**src/rtl/brick_serial_mac_if.sv**
```systemverilog
// Operand/result handshake bundle for brick_serial_mac.
// master = operand feeder / result consumer side, slave = the MAC unit.
interface brick_serial_mac_if #(
  parameter int ACC_W    = 24,
  parameter int MAX_BITS = 8
);
  logic                in_valid;
  logic                in_ready;
  logic [MAX_BITS-1:0] x;
  logic [MAX_BITS-1:0] y;
  logic [1:0]          mode;
  logic                sx;
  logic                sy;
  logic                clear_acc;
  logic                out_valid;
  logic                out_ready;
  logic [ACC_W-1:0]    acc_out;
  logic                ovf;

  modport master (
    output in_valid, x, y, mode, sx, sy, clear_acc, out_ready,
    input  in_ready, out_valid, acc_out, ovf
  );

  modport slave (
    input  in_valid, x, y, mode, sx, sy, clear_acc, out_ready,
    output in_ready, out_valid, acc_out, ovf
  );
endinterface

```
**src/rtl/brick_serial_mac.sv**
```systemverilog
// Precision-scalable serial MAC: one 2-bit brick product per cycle into a signed accumulator.
// Optional saturating accumulation when BRICK_MAC_SAT_EN is defined; wraps otherwise.
module brick_serial_mac #(
  parameter int ACC_W    = 24,
  parameter int MAX_BITS = 8
) (
  input logic               clock,
  input logic               reset,
  brick_serial_mac_if.slave bus
);

  // Wide enough to hold accumulator plus any shifted brick product without loss.
  localparam int WIDE = ACC_W + 16;

  typedef enum logic [1:0] {
    IDLE,
    MUL,
    DONE
  } state_t;

  state_t              state_q;
  logic [MAX_BITS-1:0] x_q;
  logic [MAX_BITS-1:0] y_q;
  logic                sx_q;
  logic                sy_q;
  logic [1:0]          n_last_q;
  logic [1:0]          i_q;
  logic [1:0]          j_q;
  logic [ACC_W-1:0]    acc_q;
  logic [ACC_W-1:0]    acc_out_q;
  logic                out_valid_q;
  logic                in_ready_q;
  logic                ovf_q;

  logic [1:0]          x_b;
  logic [1:0]          y_b;
  logic signed [2:0]   xs;
  logic signed [2:0]   ys;
  logic signed [5:0]   prod;
  logic [3:0]          sh;
  logic signed [WIDE-1:0] prod_w;
  logic signed [WIDE-1:0] acc_w;
  logic signed [WIDE-1:0] sum_w;
  logic [ACC_W-1:0]    acc_next;
  logic                sat;
  logic [1:0]          n_last_in;

  always_comb begin
    case (bus.mode)
      2'b00:   n_last_in = 2'd0;
      2'b01:   n_last_in = 2'd1;
      default: n_last_in = 2'd3;
    endcase
  end

  // Only the top brick of each operand carries the sign; lower bricks are magnitudes.
  always_comb begin
    x_b    = 2'(x_q >> {i_q, 1'b0});
    y_b    = 2'(y_q >> {j_q, 1'b0});
    xs     = {sx_q & (i_q == n_last_q) & x_b[1], x_b};
    ys     = {sy_q & (j_q == n_last_q) & y_b[1], y_b};
    prod   = xs * ys;
    sh     = {1'b0, i_q, 1'b0} + {1'b0, j_q, 1'b0};
    prod_w = {{(WIDE-6){prod[5]}}, prod} <<< sh;
    acc_w  = {{(WIDE-ACC_W){acc_q[ACC_W-1]}}, acc_q};
    sum_w  = acc_w + prod_w;
  end

`ifdef BRICK_MAC_SAT_EN
  always_comb begin
    acc_next = sum_w[ACC_W-1:0];
    sat      = 1'b0;
    if (!sum_w[WIDE-1] && (sum_w[WIDE-2:ACC_W-1] != '0)) begin
      acc_next = {1'b0, {(ACC_W-1){1'b1}}};
      sat      = 1'b1;
    end else if (sum_w[WIDE-1] && (sum_w[WIDE-2:ACC_W-1] != '1)) begin
      acc_next = {1'b1, {(ACC_W-1){1'b0}}};
      sat      = 1'b1;
    end
  end
`else
  logic unused_hi;
  assign unused_hi = ^sum_w[WIDE-1:ACC_W];
  always_comb begin
    acc_next = sum_w[ACC_W-1:0];
    sat      = 1'b0;
  end
`endif

  always_ff @(posedge clock) begin
    if (reset) begin
      state_q     <= IDLE;
      x_q         <= '0;
      y_q         <= '0;
      sx_q        <= 1'b0;
      sy_q        <= 1'b0;
      n_last_q    <= '0;
      i_q         <= '0;
      j_q         <= '0;
      acc_q       <= '0;
      acc_out_q   <= '0;
      out_valid_q <= 1'b0;
      in_ready_q  <= 1'b1;
      ovf_q       <= 1'b0;
    end else begin
      case (state_q)
        IDLE: begin
          if (bus.in_valid) begin
            x_q        <= bus.x;
            y_q        <= bus.y;
            sx_q       <= bus.sx;
            sy_q       <= bus.sy;
            n_last_q   <= n_last_in;
            i_q        <= '0;
            j_q        <= '0;
            in_ready_q <= 1'b0;
            state_q    <= MUL;
            if (bus.clear_acc) begin
              acc_q     <= '0;
              acc_out_q <= '0;
              ovf_q     <= 1'b0;
            end
          end
        end
        MUL: begin
          acc_q <= acc_next;
          if (sat) ovf_q <= 1'b1;
          if (j_q == n_last_q) begin
            j_q <= '0;
            if (i_q == n_last_q) begin
              acc_out_q   <= acc_next;
              out_valid_q <= 1'b1;
              state_q     <= DONE;
            end else begin
              i_q <= i_q + 2'd1;
            end
          end else begin
            j_q <= j_q + 2'd1;
          end
        end
        DONE: begin
          if (bus.out_ready) begin
            out_valid_q <= 1'b0;
            in_ready_q  <= 1'b1;
            state_q     <= IDLE;
          end
        end
        default: state_q <= IDLE;
      endcase
    end
  end

  assign bus.in_ready  = in_ready_q;
  assign bus.out_valid = out_valid_q;
  assign bus.acc_out   = acc_out_q;
  assign bus.ovf       = ovf_q;

endmodule
```
**src/flat_wrapper.sv**
```systemverilog
// flat-port wrapper written by rule: the top's interface ports become plain ports
module brick_serial_mac_flat 
#(
  parameter int ACC_W    = 24,
  parameter int MAX_BITS = 8
)
  (clock, reset, bus_in_valid, bus_x, bus_y, bus_mode, bus_sx, bus_sy, bus_clear_acc, bus_out_ready, bus_in_ready, bus_out_valid, bus_acc_out, bus_ovf);
  brick_serial_mac_if #(.ACC_W(ACC_W), .MAX_BITS(MAX_BITS)) bus_i ();
  input logic clock;
  input logic reset;
  input wire logic [$bits(bus_i.in_valid)-1:0] bus_in_valid;
  input wire logic [$bits(bus_i.x)-1:0] bus_x;
  input wire logic [$bits(bus_i.y)-1:0] bus_y;
  input wire logic [$bits(bus_i.mode)-1:0] bus_mode;
  input wire logic [$bits(bus_i.sx)-1:0] bus_sx;
  input wire logic [$bits(bus_i.sy)-1:0] bus_sy;
  input wire logic [$bits(bus_i.clear_acc)-1:0] bus_clear_acc;
  input wire logic [$bits(bus_i.out_ready)-1:0] bus_out_ready;
  output wire logic [$bits(bus_i.in_ready)-1:0] bus_in_ready;
  output wire logic [$bits(bus_i.out_valid)-1:0] bus_out_valid;
  output wire logic [$bits(bus_i.acc_out)-1:0] bus_acc_out;
  output wire logic [$bits(bus_i.ovf)-1:0] bus_ovf;
  assign bus_i.in_valid = bus_in_valid;
  assign bus_i.x = bus_x;
  assign bus_i.y = bus_y;
  assign bus_i.mode = bus_mode;
  assign bus_i.sx = bus_sx;
  assign bus_i.sy = bus_sy;
  assign bus_i.clear_acc = bus_clear_acc;
  assign bus_i.out_ready = bus_out_ready;
  assign bus_in_ready = bus_i.in_ready;
  assign bus_out_valid = bus_i.out_valid;
  assign bus_acc_out = bus_i.acc_out;
  assign bus_ovf = bus_i.ovf;
  brick_serial_mac #(.ACC_W(ACC_W), .MAX_BITS(MAX_BITS)) u_core (.clock(clock), .reset(reset), .bus(bus_i));
endmodule
```
**config.mk**
```make
export PLATFORM = sky130hd
export DESIGN_NAME = brick_serial_mac_flat
export DESIGN_NICKNAME = d
export VERILOG_FILES = /design/src/rtl/brick_serial_mac_if.sv /design/src/rtl/brick_serial_mac.sv /design/src/flat_wrapper.sv
export SDC_FILE = /design/constraint.sdc
export NUM_CORES = 1
export LEC_CHECK = 0
export BUFFER_PORTS_ARGS = -buffer_cell sky130_fd_sc_hd__buf_2
export CORE_MARGIN = 2
export CORE_UTILIZATION = 50
export CTS_CLUSTER_DIAMETER = 50
export DETAILED_ROUTE_END_ITERATION = 7
export PLACE_DENSITY_LB_ADDON = 0.2
export SLEW_MARGIN = 10
export SYNTH_ARGS = -nofsm -noshare
export SYNTH_HDL_FRONTEND = slang
export SYNTH_SLANG_ARGS = --single-unit
```
**constraint.sdc**
```tcl
create_clock -name clock -period 7 [get_ports clock]
set_input_delay 0 -clock clock [delete_from_list [all_inputs] [get_ports clock]]
set_output_delay 0 -clock clock [all_outputs]
set_load 0.05 [all_outputs]
```
==> reports/metrics.csv <==
stage,metric,value,unit
synthesis,synth_top_area_share,33.3,%
cts,ctsHtreeMaxLevel,3,
synthesis,synth_top_family_by_area,compound AO/OA/AOI/OAI gates,
power_and_ir_drop,power_density,174,nW/um2
cells_and_area,area_delta_synth_final,14.7,%
sta,slew_headroom,24.1,%
synthesis,synth_edf_count,0,
global_routing,grt_use_met2,39.1,%
sta,skew,13.8,ps
detailed_routing,dr.first_iter.drc_count,391,
global_routing,use_met1,32.3,%
sta,setup_violations,0,
floorplanning,fp.dieW,99.7,um
setup_path,critPathMaxFanout,11,
power_and_ir_drop,p_leak,2.25,nW
cts,post_cts_resized,0,
placed_design,pre_cts_slack,722,ps
synthesis,synthCells,566,
synthesis,synth_area,4570,um2
global_routing,grt_pass1_vias,4088,
placed_design,place_hpwl,8.12,mm
placed_design,io_buffers,50,
sta,whs,136,ps
power_and_ir_drop,vdd_drop_max,0.140,mV
floorplanning,initial_core_util,51.9,%
floorplanning,rows,34,
worst_hold_path,hold_end,u_core.bus.in_ready,
global_routing,grt_max_degree,59,
sta,finalWorstSetupSlack,707,ps
cts,cts_buffers,9,
synthesis,yosysMostFrequentCell,nand2_1,
worst_hold_path,hold_start,bus_in_valid,
synthesis,synth_fa_ha_area_share,10.6,%
setup_path,required,7250,ps
sta,tightest_slew,1130,ps
sta,maxSlewViolCount,0,
detailed_routing,via_per_inst,5.88,
synthesis,async_flop_share,0,%
detailed_routing,wire_per_inst,15.8,um
run_status,status,"finished, final reports clean",
cts,cts_tree,done,
floorplanning,die_area,9930,um2
global_routing,grt_use_total,24.0,%
job,drv_cap,0,
synthesis,yosys_register_bits,76,
placed_design,place_area,4850,um2
sta,fin_crit_sh,89.9,%
setup_path,cp_data_arrival_time,6550,ps
sta,rsz0062_at_grt,no,
cts,clkSlewWorstSetupHoldPaths,90,ps
setup_path,crit_path_end_kind,register,
setup_path,worstSetupPathType,register to register,
detailed_routing,ant_nets,0,
synthesis,ys_warn_count,0,
sta,final-hold-violation-count,0,
setup_path,critPathLaunchType,register,
cells_and_area,drive_above_1_share,13.8,%
setup_path,crit_top_cell,ha_1,
cts,post-cts-setup-buffers,0,
setup_path,r2r_slack,710,ps
synthesis,yosys.area_share.xor_xnor,5.33,%
sta,tns,0,ps
global_routing,use_met3,3.94,%
detailed_routing,vias,4301,
synthesis,yosys.area_share.simple,18.3,%
synthesis,synthesis.nets,626,
cells_and_area,final_cell_area,5250,um2
synthesis,synthMuxAreaShare,2.65,%
synthesis,avgSynthCellArea,8.08,um2
synthesis,synthTopCellsByArea,"dfxtp_1 (33%), a21oi_1 (8.8%), ha_1 (7.9%)",
cells_and_area,multi_input_area,2880,um2
global_routing,gr-max-usage-layer,met2,
cells_and_area,ff_latch_area,1520,um2
synthesis,synth_cell_types,58,
cts,cts_buffer_depth,2,
placed_design,place.gp.congestion,0.890,
cells_and_area,layout.nets,678,
floorplanning,coreArea,8810,um2
cts,clock-sinks,76,
sta,fmax,159,MHz
cells_and_area,n_fill_cell,797,
sta,period_minus_slack,6290,ps
detailed_routing,drc,0,
global_routing,grt_pass1_wl,19.3,mm
setup_path,slowest_stage,mux4_2,
worst_hold_path,hold_path_class,primary input to register,
global_routing,antenna_found_initial,0,
synthesis,synth-seq-area-share,33.3,%
cts,clockRootBuffer,clkbuf_8,
cts,insertion_delay,350,ps
cells_and_area,num_antenna_cells,0,
setup_path,r2r-end,u_core.bus.acc_out[22],
setup_path,path_cells,mux4_2 > and2_1 > nand3_1 > inv_1 > fa_1 > ha_1 > ha_1 > fa_1 > xor2_1 > xor2_2 > inv_2 > nor2_1 > a211oi_1 > a21oi_1 > nor2_1 > ha_1 > o21ai_0 > or4b_4 > o31ai_4 > a41oi_2 > xnor2_1 > a22o_2,
worst_hold_path,hold_depth,4,
cells_and_area,final_core_util,59.6,%
setup_path,slowest_delay,590,ps
detailed_routing,wl,11.6,mm
detailed_routing,drtPass1Iterations,5,
synthesis,ys.flop_type,dfxtp_1,
setup_path,reg2reg_depth,22,
synthesis,synthTopCellsByCount,"nand2_1 (82), a21oi_1 (80), dfxtp_1 (76), nor2_1 (54), clkbuf_1 (30)",
floorplanning,io_pins,52,
floorplanning,die_y,99.7,um
global_routing,gr-total-overflow,0,
synthesis,synth_largest_area_cell,dfxtp_1,
setup_path,rr_startpoint,u_core.i_q[0],
synthesis,synth-compound-area-share,26.1,%
## report_power, final
part	switching [mW]	internal, mW	leakage [nW]
Sequential	0.0120	0.445	0.616
Clock	0.172	0.139	0.0820
Combinational	0.0934	0.0492	1.56
## area by class of cell
type / instances / share of cell area, %
Clock buffer: 11 / 2.70
Timing Repair Buffer: 74 / 9.21
Tap cell: 108 / 2.58
Clock inverter: 5 / 0.692
Inverter: 12 / 0.859
Multi-Input combinational cell: 445 / 55.0
Sequential cell: 76 / 29.0
## timing repair
action	in CTS	in global routing
hold buffers	21	0
setup endpoints to repair	0	0
endpoints found under the hold margin	21	0
## worst max path at each step
stage | slack, ps | startpoint | to | cells after the start
floorplan | 1130 | u_core.j_q[0] | u_core.bus.acc_out[22] | 23
finish | 710 | u_core.i_q[0] | u_core.bus.acc_out[22] | 22
detailed placement | 720 | u_core.i_q[0] | u_core.bus.acc_out[22] | 22
CTS | 720 | u_core.i_q[0] | u_core.bus.acc_out[22] | 22
global route | 320 | u_core.j_q[0] | u_core.bus.acc_out[15] | 23
global placement | 910 | u_core.j_q[0] | u_core.bus.acc_out[22] | 22
## logic make-up (layout without fill, tap and decap cells)
logic type | after synthesis | in the layout
simple gates | 189 | 189
fa+ha+maj | 35 | 35
xor+xnor | 27 | 27
buf+inv | 45 | 102
compound gates | 186 | 186
mux | 7 | 7
flops | 76 | 76
other cells | 1 | 1
## critical path: cells and delay by family, from the launching register on
family	cells	cell delay [ps]
AOI/OAI and AO/OA	6	1180
xor gates and xnor gates	3	790
adders and majority gates	5	1750
buffers and inverters	2	280
DFF	1	540
muxes	1	590
and+or+nand+nor	5	1050
## sequential cells by signal (all words and copies together) (netlist names)
signal and count:
u_core.y_q 8, u_core.state_q 2, u_core.bus.out_valid 1, u_core.acc_q 24, u_core.sx_q 1, u_core.bus.in_ready 1, u_core.i_q 2, u_core.sy_q 1
u_core.x_q 8, u_core.bus.acc_out 24, u_core.n_last_q 2, u_core.j_q 2
## per-stage QoR
step                cells  total power, mW
detailed placement    694            0.598
global placement      694            0.595
finish                731            0.911
CTS                   731            0.916
floorplan             566            0.563
global route          731            0.955
## cell usage in the layout (no fill, tap or decap), types with 3 or more instances in the layout
cell / n
nand2b_1: 3
and3_1: 4
or2_2: 4
nor3_1: 10
o21bai_1: 5
a31oi_1: 11
buf_4: 3
o22ai_1: 4
a22oi_1: 8
inv_1: 11
clkinvlp_4: 3
mux4_2: 4
a22o_1: 21
buf_2: 50
clkbuf_8: 10
nor2_1: 53
a211oi_1: 6
fa_1: 6
nand3_1: 14
a21o_1: 7
nand3b_1: 4
o21ai_0: 20
xnor2_1: 16
dfxtp_1: 76
ha_1: 29
o211ai_1: 6
and2_1: 3
dlygate4sd3_1: 21
nand2_1: 82
xor2_1: 10
a21oi_1: 80
## metal layers
layer  up-vias  wire length (um)
li1       2138                 -
met5         -                 0
met1      2007              5460
met3        26               520
met2       130              5310
met4         0               287
Power figures use the tool's default switching activity.
